`src/rtl/red_pitaya_asg_pkg.sv`:
```
// Shared types and constants for the ASG frequency-sweep controller.
package red_pitaya_asg_pkg;

  typedef enum logic {
    IDLE = 1'b0,
    RUN  = 1'b1
  } sweep_state_t;

  localparam logic [1:0] MODE_SINGLE   = 2'd0;
  localparam logic [1:0] MODE_REPEAT   = 2'd1;
  localparam logic [1:0] MODE_PINGPONG = 2'd2;

  // Step words carry 16 fractional bits on top of the buffer address.
  function automatic int step_w(input int rsz);
    return rsz + 16;
  endfunction

endpackage

```
`src/rtl/red_pitaya_asg_sweep.sv`:
```
// Stepped frequency sweep feeding one ASG channel's phase-step word.
//
// state | meaning
// IDLE  | step_o held at its last value, waiting for start_i
// RUN   | dwelling on / advancing through sweep points
module red_pitaya_asg_sweep
  import red_pitaya_asg_pkg::*;
#(
  parameter int RSZ = 14
) (
  input  logic            dac_clk_i,
  input  logic            dac_rst_i,
  input  logic            start_i,
  input  logic            abort_i,
  input  logic [RSZ+15:0] set_start_i,
  input  logic [RSZ+15:0] set_stop_i,
  input  logic [RSZ+15:0] set_inc_i,
  input  logic [31:0]     set_dwell_i,
  input  logic [1:0]      set_mode_i,
  input  logic [15:0]     set_legs_i,
  output logic [RSZ+15:0] step_o,
  output logic            point_o,
  output logic            busy_o,
  output logic            done_o
);

  localparam int SW = step_w(RSZ);

  sweep_state_t  state;
  logic [SW-1:0] start_r;
  logic [SW-1:0] stop_r;
  logic [SW-1:0] inc_r;
  logic [SW-1:0] target;
  logic          dir_up;
  logic [31:0]   dwell_r;
  logic [31:0]   dwell_cnt;
  logic [1:0]    mode_r;
  logic [15:0]   leg_cnt;

  logic [SW:0]   sum_up;
  logic [SW:0]   dif_dn;
  logic [SW-1:0] next_step;
  logic          last_leg;

  // One extra bit catches overshoot past the top and underflow below zero.
  always_comb begin
    sum_up = {1'b0, step_o} + {1'b0, inc_r};
    dif_dn = {1'b0, step_o} - {1'b0, inc_r};
    if (dir_up) begin
      next_step = (sum_up >= {1'b0, target}) ? target : sum_up[SW-1:0];
    end else begin
      next_step = (dif_dn[SW] || (dif_dn[SW-1:0] <= target)) ? target : dif_dn[SW-1:0];
    end
    last_leg = (leg_cnt == 16'd1) || (mode_r == MODE_SINGLE) || (mode_r == 2'd3);
  end

  always_ff @(posedge dac_clk_i) begin
    if (dac_rst_i) begin
      state     <= IDLE;
      step_o    <= '0;
      point_o   <= 1'b0;
      busy_o    <= 1'b0;
      done_o    <= 1'b0;
      start_r   <= '0;
      stop_r    <= '0;
      inc_r     <= '0;
      target    <= '0;
      dir_up    <= 1'b0;
      dwell_r   <= '0;
      dwell_cnt <= '0;
      mode_r    <= MODE_SINGLE;
      leg_cnt   <= '0;
    end else begin
      point_o <= 1'b0;
      done_o  <= 1'b0;
      if (abort_i) begin
        state  <= IDLE;
        busy_o <= 1'b0;
      end else if (start_i) begin
        state     <= RUN;
        busy_o    <= 1'b1;
        point_o   <= 1'b1;
        step_o    <= set_start_i;
        start_r   <= set_start_i;
        stop_r    <= set_stop_i;
        target    <= set_stop_i;
        dir_up    <= (set_stop_i >= set_start_i);
        inc_r     <= set_inc_i;
        dwell_r   <= set_dwell_i;
        dwell_cnt <= set_dwell_i;
        mode_r    <= set_mode_i;
        leg_cnt   <= set_legs_i;
      end else if (state == RUN) begin
        if (dwell_cnt != 32'd0) begin
          dwell_cnt <= dwell_cnt - 32'd1;
        end else if (step_o != target) begin
          step_o    <= next_step;
          dwell_cnt <= dwell_r;
          point_o   <= 1'b1;
        end else if (last_leg) begin
          state  <= IDLE;
          busy_o <= 1'b0;
          done_o <= 1'b1;
        end else begin
          // Leg turnaround; a leg count of zero never runs out.
          if (leg_cnt != 16'd0) leg_cnt <= leg_cnt - 16'd1;
          dwell_cnt <= dwell_r;
          if (mode_r == MODE_REPEAT) begin
            step_o  <= start_r;
            point_o <= (start_r != step_o);
          end else begin
            target <= (target == stop_r) ? start_r : stop_r;
            dir_up <= ~dir_up;
          end
        end
      end
    end
  end

endmodule

```
`config.mk`:
```
export PLATFORM = sky130hd
export DESIGN_NAME = red_pitaya_asg_sweep
export DESIGN_NICKNAME = d
export VERILOG_FILES = /design/src/rtl/red_pitaya_asg_pkg.sv /design/src/rtl/red_pitaya_asg_sweep.sv
export SDC_FILE = /design/constraint.sdc
export NUM_CORES = 1
export LEC_CHECK = 0
export BUFFER_PORTS_ARGS = -buffer_cell sky130_fd_sc_hd__buf_2
export CORE_AREA = 4 4 274 276
export CTS_CLUSTER_SIZE = 14
export DETAILED_ROUTE_END_ITERATION = 6
export DIE_AREA = 0 0 278 280
export GPL_ROUTABILITY_DRIVEN = 0
export HOLD_SLACK_MARGIN = 0.12
export MAX_ROUTING_LAYER = met4
export PLACE_DENSITY = 0.51
export SLEW_MARGIN = 0
export SYNTH_ARGS = -nofsm -noshare
export SYNTH_HDL_FRONTEND = slang
export SYNTH_SLANG_ARGS = --single-unit
```
`constraint.sdc`:
```
create_clock -name dac_clk_i -period 8.24 [get_ports dac_clk_i]
set_clock_uncertainty 0.05 [all_clocks]
set_input_delay 1.236 -clock dac_clk_i [delete_from_list [all_inputs] [get_ports dac_clk_i]]
set_output_delay 1.236 -clock dac_clk_i [all_outputs]
set_load 0.02 [all_outputs]
```
==> results of run 1 <==
## worst max-delay path, stage by stage (launching register included)
cell,delay [ps]
dfxtp_1,360
ha_1,260
fa_1,400
nor2b_1,170
o211ai_1,310
a21oi_1,190
a2111oi_1,680
o31ai_1,260
a221oi_1,340
xor2_1,340
ha_1,320
a211oi_1,210
o21bai_1,150
a211oi_1,240
a31oi_1,110
or3_1,400
a211oi_4,810
buf_4,400
nor2_1,60
a211oi_1,220
nor2_1,70
a211oi_1,230
## final cells by class
class                           count  area [um^2]  area share, %
Multi-Input combinational cell   1904        12200           58.7
Antenna cell                       10         25.0          0.121
Sequential cell                   237         4740           22.9
Clock buffer                       38          841           4.05
Inverter                          128          480           2.32
Timing Repair Buffer              198         1060           5.11
Clock inverter                     15          206          0.995
Tap cell                          959         1200           5.78
## per-stage QoR
step                      utilization, %  hold slack [ps]  area (um^2)
after floorplan                        -              378        18000
final                               28.6              401        20700
after CTS                           28.5              403        20700
after detailed placement            27.1              394        19700
after global placement              27.1              391        19700
after global routing                28.6              422        20700
## placed cells by master (no fill, tap or decap), drive strengths merged, types with 34 or more instances in the layout
cell | synthesis | layout
a211oi | 88 | 88
a21oi | 283 | 283
buf | 38 | 197
clkbuf | 120 | 39
dfxtp | 237 | 237
ha | 154 | 154
inv | 127 | 127
mux2i | 44 | 44
nand2 | 346 | 346
nor2 | 278 | 278
nor3 | 46 | 46
nor4 | 34 | 34
o211ai | 41 | 41
o21ai | 69 | 69
xnor2 | 110 | 110
xor2 | 53 | 53
## power breakdown
group	internal [mW]	switching, mW	total (mW)
sequential	1.20	0.0805	1.28
clock	0.844	0.570	1.41
combinational	0.477	0.747	1.22
total	2.52	1.40	3.92
## worst paths after layout
check,cells past startpoint,to,from,slack (ps)
setup / recovery,21,step_o[0]$_SDFFE_PP0P_,step_o[0]$_SDFFE_PP0P_,1550
hold / removal,2,dwell_r[28]$_SDFFE_PP0P_,dwell_r[28]$_SDFFE_PP0P_,400
setup reg to reg,21,step_o[0]$_SDFFE_PP0P_,step_o[0]$_SDFFE_PP0P_,1550
hold reg to reg,2,dwell_r[28]$_SDFFE_PP0P_,dwell_r[28]$_SDFFE_PP0P_,400
## cell families after synthesis
family                     synth area share (%)
xor gates and xnor gates                   7.93
and+or+nand+nor                            20.8
AOI/OAI and AO/OA                          24.2
DFF                                        26.4
muxes                                      3.45
adders and majority gates                  10.9
buffers and inverters                      6.31
## sequential cells by signal, indices dropped and copies added (netlist names)
name	cells
dwell_r	32
state	1
target	30
leg_cnt	16
point_o	1
done_o	1
start_r	30
busy_o	1
inc_r	30
dir_up	1
dwell_cnt	32
stop_r	30
mode_r	2
step_o	30
## metal layers
layer	part of all wire (%)	wire length, um	up-vias
met5	0	0	-
met2	45	30200	424
met1	47	31400	8076
met3	5.6	3720	71
li1	-	-	8765
met4	2.4	1580	0
==> reports/results.md, run 1 <==
| Stage | Item | This run |
| --- | --- | --- |
| outcome | Status | complete, no violations |
| die | X dimension of the die | 278 um |
| yosys | Gate count of the mapped netlist | 2427 |
| setup path | Arrival time at the worst endpoint | 7140 ps |
| route | DRT iter0 DRCs | 1250 |
| clock tree | Source-to-sink clock delay at the later pin of the worst-skew pair | 600 ps |
| die | Initial core utilization | 24.8% |
| grt | Via count of the first global-routing pass | 16343 |
| grt | Total global-route track usage | 17.0% |
| yosys | Post-synth top area share | 26.4% |
| clock tree | TritonCTS clock tree | built |
| yosys | Share of the yosys chip area belonging to registers | 26.4% |
| route | Residual DRC | 0 |
| timing | Setup_tns | 0 ps |
| setup path | Crit path launch type | flip-flop |
| finish | Layout Cells excl Fill | 3489 |
| die | Die ar. | 77800 um^2 |
| power and ir drop | IR Drop Worst-Case VDD | 0.000146 V |
| job | Number of max-cap violations | 0 |
| route | Post-detailed-route via-to-cell ratio | 4.97 |
| clock tree | Number of CTS-inserted buffers | 30 |
| grt | Global-route met2 utilization | 26.7% |
| die | I/O pin cnt | 177 |
| clock tree | CTS Hold Bufs | 0 |
| clock tree | Clock input transition at the sequential cells of the worst setup and hold paths | 60 ps |
| timing | Min setup slack post-route | 1550 ps |
| timing | Setup repair after global routing missed its margin | false |
| finish | Filler cells | 8028 |
| yosys | #FFs+latches synth | 237 |
| place | Placed wire-length estimate after detailed placement | 50.7 mm |
| die | Core area | 72600 um^2 |
| route | Vias after detailed routing | 17336 |
| die | Total number of placement rows | 99 |
| worst hold path | Class of the most critical hold timing path | reg2reg |
| timing | Hold Violations, Final | 0 |
| place | Worst slack after detailed placement | 1680 ps |
| yosys | Post-synthesis instance area | 18000 um^2 |
| yosys | Post-Synthesis Net Count | 2727 |
| power and ir drop | Post-layout total power | 3.92 mW |
| place | Number of port buffers | 176 |
| yosys | Largest area contributor in the netlist | dfxtp_1 |
| die | Die height | 280 um |
| clock tree | Clock Sinks | 237 |
| yosys | Post-Synthesis Mean Instance Area | 7.42 um^2 |
| yosys | Distinct cells, synth | 78 |
| power and ir drop | Leakage power figure | 8.15 nW |
| yosys | Syn. warnings | 0 |
| timing | Top achievable clock speed | 149 MHz |
| clock tree | H-tree depth | 1 |
| route | Number of nets with antenna violations after routing | 0 |
| yosys | Async set-reset flop share out of synthesis | 0% |
| yosys | Ranking of synthesized cells by instance count | nand2_1 (346), a21oi_1 (283), nor2_1 (277) |
| grt | Global-route wire length before repair | 102 mm |
| timing | Portion of the clock cycle consumed by the worst path in the final layout | 81.2% |
| timing | Headroom to the max-slew limit | 31.1% |
| grt | Fraction of met3 tracks used by global routing | 2.86% |
| place | Number of placed cells counting well taps | 3426 |
| clock tree | Maximum root-to-sink buffer count | 3 |
| timing | Total of endpoints with negative setup slack in the final report | 0 |
| route | Average routed wire per standard cell | 19.2 um |
| timing | Minimum clock period | 6690 ps |
| timing | Worst Tran Pin Value | 1030 ps |
| yosys | Most frequent cell after synthesis | nand2_1 |
| finish | Share of cells above drive strength 1 | 11.9% |
| grt | Highest-utilization routing layer at the global route stage | met2 |
| clock tree | Root buffer cell | clkbuf_16 |
| timing | Max Transition Viols Final | 0 |
| finish | Area growth, synth to finish | 15.2% |
| power and ir drop | Power per cell area | 189 nW/um^2 |
| yosys | Most used flip-flop cell after synthesis | dfxtp_1 |
| setup path | Critical path capture point type | flip-flop |
| yosys | Dominant cells by area after synthesis | dfxtp_1 (26%), ha_1 (11%), a21oi_1 (7.9%) |
| setup path | Worst Path Class, Setup | reg2reg |
| route | Number of optimization iterations in the first detailed-route pass | 5 |
| setup path | Crit path max fanout | 22 |
| clock tree | Post-CTS setup repair buffer count | 0 |
| setup path | Worst endpoint required time | 8690 ps |
| grt | Pin count of the biggest net entering global routing | 98 |
| clock tree | Count of instances resized after the clock tree is built | 0 |
| finish | Net count of the finished layout | 2799 |
| grt | Overflow left after global routing | 0 |
| route | Total wire length after detailed routing | 66.9 mm |
| grt | Met1 capacity usage during global routing | 23.1% |
| yosys | Count of flip-flops with a built-in enable after synthesis | 0 |
| grt | Initial antenna violation count | 13 |
No activity file was read; power rests on OpenSTA's default activity.
==> run 2: changes to the inputs <==
--- a/config.mk
+++ b/config.mk
@@ -13,7 +13,7 @@
 export GPL_ROUTABILITY_DRIVEN = 0
 export HOLD_SLACK_MARGIN = 0.12
 export MAX_ROUTING_LAYER = met4
-export PLACE_DENSITY = 0.51
+export PLACE_DENSITY = 0.52
 export SLEW_MARGIN = 0
 export SYNTH_ARGS = -nofsm -noshare
 export SYNTH_HDL_FRONTEND = slang
==> constraint.sdc (replaced) <==
create_clock -name dac_clk_i -period 5.6 [get_ports dac_clk_i]
set_clock_uncertainty 0.05 [all_clocks]
set_input_delay 0.84 -clock dac_clk_i [delete_from_list [all_inputs] [get_ports dac_clk_i]]
set_output_delay 0.84 -clock dac_clk_i [all_outputs]
set_load 0.02 [all_outputs]
==> reports/results.md, run 2 (synthesized netlist as in run 1, its figures left out) <==
| Stage | Item | This run | vs previous |
| --- | --- | --- | --- |
| setup path | Worst endpoint required time | 6060 ps | was 8690 ps |
| place | Worst slack after detailed placement | 16.9 ps | was 1680 ps |
| route | Post-detailed-route via-to-cell ratio | 4.97 | about the same |
| route | Average routed wire per standard cell | 19.1 um | was 19.2 um |
| setup path | Register-to-register setup slack | 230 ps | was 1550 ps |
| route | DRT iter0 DRCs | 1211 | was 1250 |
| power and ir drop | Leakage power figure | 8.55 nW | was 8.15 nW |
| route | Number of nets with antenna violations after routing | 0 | unchanged |
| power and ir drop | Sw Ratio | 35.4% | was 35.6% |
| clock tree | Maximum root-to-sink buffer count | 3 | unchanged |
| power and ir drop | Post-layout total power | 5.92 mW | was 3.92 mW |
| grt | Overflow left after global routing | 0 | unchanged |
| timing | Total of endpoints with negative setup slack in the final report | 0 | unchanged |
| grt | Global-route wire length before repair | 103 mm | was 102 mm |
| finish | Commonest non-fill, non-tap cell in the layout | nand2_1 | unchanged |
| finish | Area growth, synth to finish | 19.0% | was 15.2% |
| clock tree | H-tree depth | 1 | unchanged |
| clock tree | Source-to-sink clock delay at the later pin of the worst-skew pair | 590 ps | was 600 ps |
| die | Die height | 280 um | unchanged |
| power and ir drop | Power per cell area | 277 nW/um^2 | was 189 nW/um^2 |
| die | X dimension of the die | 278 um | unchanged |
| die | I/O pin cnt | 177 | unchanged |
| job | Number of max-cap violations | 0 | unchanged |
| clock tree | Root buffer cell | clkbuf_16 | unchanged |
| grt | Via count of the first global-routing pass | 16301 | was 16343 |
| route | Number of optimization iterations in the first detailed-route pass | 5 | unchanged |
| timing | Max Transition Viols Final | 0 | unchanged |
| setup path | Critical path capture point type | flip-flop | unchanged |
| setup path | Worst Path Class, Setup | reg2reg | unchanged |
| outcome | Status | complete, no violations | unchanged |
| setup path | Delay of the slowest critical-path stage | 400 ps | was 810 ps |
| setup path | R2R depth | 23 | was 21 |
| timing | Minimum clock period | 5370 ps | was 6690 ps |
| power and ir drop | IR Drop Worst-Case VDD | 0.000227 V | was 0.000146 V |
| setup path | Arrival time at the worst endpoint | 5830 ps | was 7140 ps |
| finish | Most frequent cells in the layout | nand2_1 (346), a21oi_1 (280), nor2_1 (276) | was nand2_1 (346), a21oi_1 (281), nor2_1 (276) |
| route | Total wire length after detailed routing | 68.2 mm | was 66.9 mm |
| finish | Share of cells above drive strength 1 | 14.8% | was 11.9% |
| finish | Net count of the finished layout | 2870 | was 2799 |
| finish | Final standard cell utilization of the core | 29.5% | was 28.6% |
| route | Residual DRC | 0 | unchanged |
| finish | Footprint of the multi-input gates | 12300 um^2 | was 12200 um^2 |
| clock tree | Number of CTS-inserted buffers | 30 | unchanged |
| clock tree | Clock Sinks | 237 | unchanged |
| timing | Hold Violations, Final | 0 | unchanged |
| power and ir drop | Combinational power share | 33.7% | was 31.2% |
| worst hold path | Class of the most critical hold timing path | reg2reg | unchanged |
| power and ir drop | Share of total power in the clock network | 34.8% | was 36.1% |
| clock tree | CTS Hold Bufs | 0 | unchanged |
| place | Number of port buffers | 176 | unchanged |
| timing | Portion of the clock cycle consumed by the worst path in the final layout | 95.9% | was 81.2% |
| setup path | Crit path launch type | flip-flop | unchanged |
| clock tree | Clock input transition at the sequential cells of the worst setup and hold paths | 60 ps | about the same |
| timing | Headroom to the max-slew limit | 33.8% | was 31.1% |
| clock tree | TritonCTS clock tree | built | unchanged |
| finish | FF+latch area | 4750 um^2 | was 4740 um^2 |
| finish | Largest registers ranked by flip-flop count | dwell_cnt (32), dwell_r (32) | unchanged |
| timing | Worst Tran Pin Value | 993 ps | was 1030 ps |
| grt | Total global-route track usage | 17.2% | was 17.0% |
| power and ir drop | Sequential cell fraction of total power | 31.5% | was 32.7% |
| setup path | Cell with the largest stage delay on the worst path | or3_4 | was a211oi_4 |
| setup path | Cell mode on critical path | o211ai_1 | was a211oi_1 |
| setup path | Crit path max fanout | 19 | was 22 |
| die | Initial core utilization | 24.8% | unchanged |
| setup path | Critical path cell sequence | ha_1, fa_2, nor2b_1, o211ai_1, a21oi_2, a2111oi_2, buf_4, o31ai_2, a221oi_2, xor2_1, ha_1, a211oi_2, o21bai_1, a211oi_2, a31oi_1, or3_4, a211oi_4, buf_6, clkbuf_16, nand2_1, o211ai_1, o211ai_1, a211oi_1 | was ha_1, fa_1, nor2b_1, o211ai_1, a21oi_1, a2111oi_1, o31ai_1, a221oi_1, xor2_1, ha_1, a211oi_1, o21bai_1, a211oi_1, a31oi_1, or3_1, a211oi_4, buf_4, nor2_1, a211oi_1, nor2_1, a211oi_1 |
| grt | Pin count of the biggest net entering global routing | 122 | was 98 |
| worst hold path | Cells on Worst Hold Path | 2 | unchanged |
| timing | Min setup slack post-route | 231 ps | was 1550 ps |
| die | Die ar. | 77800 um^2 | unchanged |
| place | Placed wire-length estimate after detailed placement | 51.9 mm | was 50.7 mm |
| power and ir drop | Internal power | 3.83 mW | was 2.52 mW |
| route | Vias after detailed routing | 17719 | was 17336 |
| die | Total number of placement rows | 99 | unchanged |
| timing | Top achievable clock speed | 186 MHz | was 149 MHz |
| finish | Filler cells | 7978 | was 8028 |
| power and ir drop | Reported net switching power | 2.10 mW | was 1.40 mW |
| die | Core area | 72600 um^2 | unchanged |
| grt | Initial antenna violation count | 17 | was 13 |
-- run 2: cell types whose count changed in the layout (fill, tap and decap cells not counted), sizes merged --
cell      delta
clkbuf       +8
buf         +70
clkinv       -4
bufinv       -1
clkinvlp     +1
-- run 2: layout make-up --
type                            count  share of cell area (%)
Multi-Input combinational cell   1904                    57.3
Tap cell                          959                    5.60
Timing Repair Buffer              269                    7.73
Clock buffer                       45                    4.14
Inverter                          128                    2.24
Clock inverter                     11                   0.683
Antenna cell                       10                   0.117
Sequential cell                   237                    22.2
-- run 2: through the flow --
stage	hold slack [ps]	instances	area [um^2]	setup TNS, ps
after global placement	389	3494	20200	0
after floorplan	378	2427	18000	0
final	406	3563	21400	0
after detailed placement	397	3494	20200	0
after global routing	425	3563	21400	-164
after CTS	402	3550	21200	0
-- run 2: repair_timing --
| action | in CTS | in global routing |
|---|---|---|
| pin swaps | 0 | 10 |
| setup buffers | 0 | 2 |
| endpoints found under the setup margin | 1 | 30 |
| gates cloned | 0 | 1 |
| resized for setup | 1 | 25 |
-- run 2: critical path: cells and delay by family, from the launching register on --
kind	cells	cell delay, ps
and+or+nand+nor	3	630
AOI/OAI and AO/OA	13	2570
buffers and inverters	3	540
xor gates and xnor gates	1	280
adders and majority gates	3	890
DFF	1	330
-- run 2: worst paths after layout --
path / startpoint / to
worst max-delay path: inc_r[0]$_SDFFE_PP0P_ / step_o[2]$_SDFFE_PP0P_
worst min-delay path: dwell_r[23]$_SDFFE_PP0P_ / dwell_r[23]$_SDFFE_PP0P_
worst max register to register: inc_r[0]$_SDFFE_PP0P_ / step_o[2]$_SDFFE_PP0P_
worst min register to register: dwell_r[23]$_SDFFE_PP0P_ / dwell_r[23]$_SDFFE_PP0P_
-- run 2: power groups by stage --
stage               combinational, mW  sequential (mW)  clock [mW]
floorplan                        1.26             1.90           0
global placement                 1.92             1.90           0
detailed placement               1.91             1.90           0
CTS                              1.92             1.87        2.12
global route                     2.19             1.88        2.18
finish                           1.99             1.87        2.06
-- run 2: metal layers --
| metal | wire (um) | GRT usage, % |
|---|---|---|
| met5 | 0 | - |
| met4 | 1830 | 4.03 |
| met3 | 3970 | 2.70 |
| met2 | 30100 | 26.5 |
| met1 | 32300 | 23.8 |
==> run 3: changes to the inputs <==
--- a/config.mk
+++ b/config.mk
@@ -5,11 +5,12 @@
 export SDC_FILE = /design/constraint.sdc
 export NUM_CORES = 1
 export LEC_CHECK = 0
+export ABC_AREA = 1
 export BUFFER_PORTS_ARGS = -buffer_cell sky130_fd_sc_hd__buf_2
-export CORE_AREA = 4 4 274 276
+export CORE_AREA = 4 4 285 287
 export CTS_CLUSTER_SIZE = 14
 export DETAILED_ROUTE_END_ITERATION = 6
-export DIE_AREA = 0 0 278 280
+export DIE_AREA = 0 0 289 291
 export GPL_ROUTABILITY_DRIVEN = 0
 export HOLD_SLACK_MARGIN = 0.12
 export MAX_ROUTING_LAYER = met4
==> reports/results.md, run 3 <==
| Stage | Item | This run | vs previous |
| --- | --- | --- | --- |
| yosys | Dominant cells by area after synthesis | dfxtp_1 (24%), nand2_1 (15%), ha_1 (9.9%) | was dfxtp_1 (26%), ha_1 (11%), a21oi_1 (7.9%) |
| die | Initial core utilization | 24.8% | about the same |
| finish | Filler cells | 9024 | was 7978 |
| outcome | Status | complete, no violations | unchanged |
| power and ir drop | Power per cell area | 278 nW/um^2 | was 277 nW/um^2 |
| power and ir drop | Internal power | 3.81 mW | was 3.83 mW |
| power and ir drop | Share of total power in the clock network | 34.9% | was 34.8% |
| clock tree | Clock Sinks | 237 | unchanged |
| power and ir drop | Reported net switching power | 2.43 mW | was 2.10 mW |
| setup path | R2r endpoint | step_o[21]$_SDFFE_PP0P_ | was step_o[2]$_SDFFE_PP0P_ |
| clock tree | H-tree depth | 1 | unchanged |
| die | X dimension of the die | 289 um | was 278 um |
| timing | Portion of the clock cycle consumed by the worst path in the final layout | 88.6% | was 95.9% |
| timing | Setup repair after global routing missed its margin | false |  |
| timing | Max Transition Viols Final | 0 | unchanged |
| timing | Minimum clock period | 4960 ps | was 5370 ps |
| die | I/O pin cnt | 177 | unchanged |
| power and ir drop | IR Drop Worst-Case VDD | 0.000288 V | was 0.000227 V |
| clock tree | Root buffer cell | clkbuf_16 | unchanged |
| timing | Hold Violations, Final | 0 | unchanged |
| finish | Share of cells above drive strength 1 | 9.93% | was 14.8% |
| die | Total number of placement rows | 103 | was 99 |
| place | Number of port buffers | 176 | unchanged |
| place | Number of placed cells counting well taps | 4288 | was 3494 |
| timing | Total of endpoints with negative setup slack in the final report | 0 | unchanged |
| yosys | Gate count of the mapped netlist | 3181 | was 2427 |
| finish | Commonest non-fill, non-tap cell in the layout | nand2_1 | unchanged |
| route | Average routed wire per standard cell | 17.9 um | was 19.1 um |
| yosys | Ranking of synthesized cells by instance count | nand2_1 (770), inv_1 (375), a21oi_1 (366) | was nand2_1 (346), a21oi_1 (283), nor2_1 (277) |
| power and ir drop | Sw Ratio | 38.9% | was 35.4% |
| yosys | Post-Synthesis Net Count | 3481 | was 2727 |
| timing | Top achievable clock speed | 202 MHz | was 186 MHz |
| route | Number of nets with antenna violations after routing | 0 | unchanged |
| clock tree | TritonCTS clock tree | built | unchanged |
| worst hold path | Cells on Worst Hold Path | 2 | unchanged |
| power and ir drop | Sequential cell fraction of total power | 30.1% | was 31.5% |
| clock tree | Source-to-sink clock delay at the later pin of the worst-skew pair | 610 ps | was 590 ps |
| grt | Pin count of the biggest net entering global routing | 99 | was 122 |
| worst hold path | End of the worst hold path | dwell_r[6]$_SDFFE_PP0P_ | was dwell_r[23]$_SDFFE_PP0P_ |
| place | Placed wire-length estimate after detailed placement | 60.6 mm | was 51.9 mm |
| yosys | Most used flip-flop cell after synthesis | dfxtp_1 | unchanged |
| timing | Worst Tran Pin Value | 1120 ps | was 993 ps |
| finish | Area growth, synth to finish | 15.1% | was 19.0% |
| grt | Total global-route track usage | 18.3% | was 17.2% |
| yosys | Distinct cells, synth | 54 | was 78 |
| yosys | Async set-reset flop share out of synthesis | 0% | unchanged |
| clock tree | Post-CTS setup repair buffer count | 0 | unchanged |
| setup path | Worst Path Class, Setup | reg2reg | unchanged |
| setup path | R2R depth | 25 | was 23 |
| grt | Global-route wire length before repair | 118 mm | was 103 mm |
| setup path | Crit path max fanout | 31 | was 19 |
| yosys | Post-synthesis instance area | 19500 um^2 | was 18000 um^2 |
| setup path | Register-to-register setup slack | 640 ps | was 230 ps |
| setup path | Critical path capture point type | flip-flop | unchanged |
| finish | Layout Cells excl Fill | 4358 | was 3563 |
| finish | Largest registers ranked by flip-flop count | dwell_cnt (32), dwell_r (32) | unchanged |
| power and ir drop | Combinational power share | 35.0% | was 33.7% |
| yosys | Share of the yosys chip area belonging to registers | 24.3% | was 26.4% |
| power and ir drop | Leakage power figure | 10.4 nW | was 8.55 nW |
| yosys | Most frequent cell after synthesis | nand2_1 | unchanged |
| route | Number of optimization iterations in the first detailed-route pass | 5 | unchanged |
| route | DRT iter0 DRCs | 1553 | was 1211 |
| yosys | Syn. warnings | 0 | unchanged |
| grt | Via count of the first global-routing pass | 19649 | was 16301 |
| die | Die height | 291 um | was 280 um |
| clock tree | CTS Hold Bufs | 0 | unchanged |
| route | Residual DRC | 0 | unchanged |
| yosys | Largest area contributor in the netlist | dfxtp_1 | unchanged |
| yosys | Count of flip-flops with a built-in enable after synthesis | 0 | unchanged |
| clock tree | Maximum root-to-sink buffer count | 3 | unchanged |
| timing | Setup_tns | 0 ps | unchanged |
| route | Total wire length after detailed routing | 78.0 mm | was 68.2 mm |
| clock tree | Count of instances resized after the clock tree is built | 0 | was 1 |
| timing | Headroom to the max-slew limit | 25.5% | was 33.8% |
| finish | Most frequent cells in the layout | nand2_1 (770), inv_1 (372), a21oi_1 (366) | was nand2_1 (346), a21oi_1 (280), nor2_1 (276) |
| setup path | Crit path launch type | flip-flop | unchanged |
| setup path | Reg-to-reg startpoint | step_o[0]$_SDFFE_PP0P_ | was inc_r[0]$_SDFFE_PP0P_ |
| yosys | Post-synth top area share | 24.3% | was 26.4% |
| yosys | #FFs+latches synth | 237 | unchanged |
| job | Number of max-cap violations | 0 | unchanged |
| die | Core area | 78600 um^2 | was 72600 um^2 |
| yosys | Post-Synthesis Mean Instance Area | 6.13 um^2 | was 7.42 um^2 |
| clock tree | Clock input transition at the sequential cells of the worst setup and hold paths | 60 ps | about the same |
| clock tree | Number of CTS-inserted buffers | 31 | was 30 |
| grt | Overflow left after global routing | 0 | unchanged |
| grt | Initial antenna violation count | 16 | was 17 |
| worst hold path | Class of the most critical hold timing path | reg2reg | unchanged |
| setup path | Arrival time at the worst endpoint | 5440 ps | was 5830 ps |
| die | Die ar. | 84100 um^2 | was 77800 um^2 |
| route | Vias after detailed routing | 21040 | was 17719 |
| setup path | Worst endpoint required time | 6080 ps | was 6060 ps |
| finish | Net count of the finished layout | 3571 | was 2870 |
| worst hold path | Hold_sp | dwell_r[6]$_SDFFE_PP0P_ | was dwell_r[23]$_SDFFE_PP0P_ |
| route | Post-detailed-route via-to-cell ratio | 4.83 | was 4.97 |
## run 3: worst max path at each step
| stage | start | end | slack, ps | cells past startpoint |
|---|---|---|---|---|
| 5_1_grt | step_o[1]$_SDFFE_PP0P_ | step_o[21]$_SDFFE_PP0P_ | 250 | 25 |
| 2_1_floorplan | step_o[0]$_SDFFE_PP0P_ | step_o[9]$_SDFFE_PP0P_ | 1860 | 28 |
| 3_3_place_gp | step_o[1]$_SDFFE_PP0P_ | step_o[13]$_SDFFE_PP0P_ | 700 | 25 |
| 3_5_place_dp | step_o[1]$_SDFFE_PP0P_ | step_o[28]$_SDFFE_PP0P_ | 690 | 26 |
| 6_report | step_o[0]$_SDFFE_PP0P_ | step_o[21]$_SDFFE_PP0P_ | 640 | 25 |
| 4_1_cts | step_o[1]$_SDFFE_PP0P_ | step_o[6]$_SDFFE_PP0P_ | 660 | 24 |
## run 3: power by group through the flow
stage / registers [mW] / clock network (mW) / logic [mW]
floorplan: 1.91 / 0 / 1.49
global placement: 1.91 / 0 / 2.16
detailed placement: 1.91 / 0 / 2.15
CTS: 1.88 / 2.23 / 2.16
global route: 1.89 / 2.30 / 2.43
finish: 1.88 / 2.17 / 2.18
## run 3: stage by stage
step	utilization, %	area, um^2	setup WS, ps	total power [mW]	hold WS, ps
after floorplan	-	19500	1860	3.40	372
after global placement	27.1	21300	700	4.07	399
after detailed placement	27.1	21300	686	4.06	400
after CTS	28.5	22400	660	6.27	381
after global routing	28.6	22400	251	6.62	399
final	28.6	22400	640	6.24	409
## run 3: layout make-up
cell class / count / area (um^2) / area share, %
repair buffers: 208 / 1160 / 5.17
well taps: 1050 / 1310 / 5.85
diodes: 14 / 35.0 / 0.156
multi-input cells: 2396 / 12600 / 56.2
clock inverters: 11 / 173 / 0.769
inverters: 397 / 1500 / 6.66
flip-flops and latches: 237 / 4740 / 21.1
clock buffers: 45 / 918 / 4.09
## run 3: critical path: stages (launching register included)
cell and delay [ps]:
dfxtp_1 410, inv_1 110, ha_1 240, fa_1 420, o21ai_2 300, nand2_1 80
nand2_1 180, nand2_1 70, nand2_1 120, nand4_1 210, nand2_1 120, nand2_1 50
nand2_1 100, inv_1 50, ha_1 260, nand2_1 70, nor2_1 100, nand4_1 150
nor4_1 530, nand3_1 250, nand3_2 160, buf_4 360, a21oi_1 110, nand2_1 80
nand3_1 100, a21oi_1 190
## run 3: cell families after synthesis
logic type                 after synthesis  synth area share, %
buffers and inverters                  548                 11.1
muxes                                    1               0.0513
DFF                                    237                 24.3
adders and majority gates              156                 10.1
AOI/OAI and AO/OA                      725                 19.5
xor gates and xnor gates                87                 3.91
and+or+nand+nor                       1427                 31.0
## run 3: metal layers
metal | global-route usage (%) | share of wire, %
met5 | - | 0
met4 | 4.43 | 2.9
met1 | 24.4 | 46
met2 | 29.1 | 45
met3 | 2.97 | 5.9
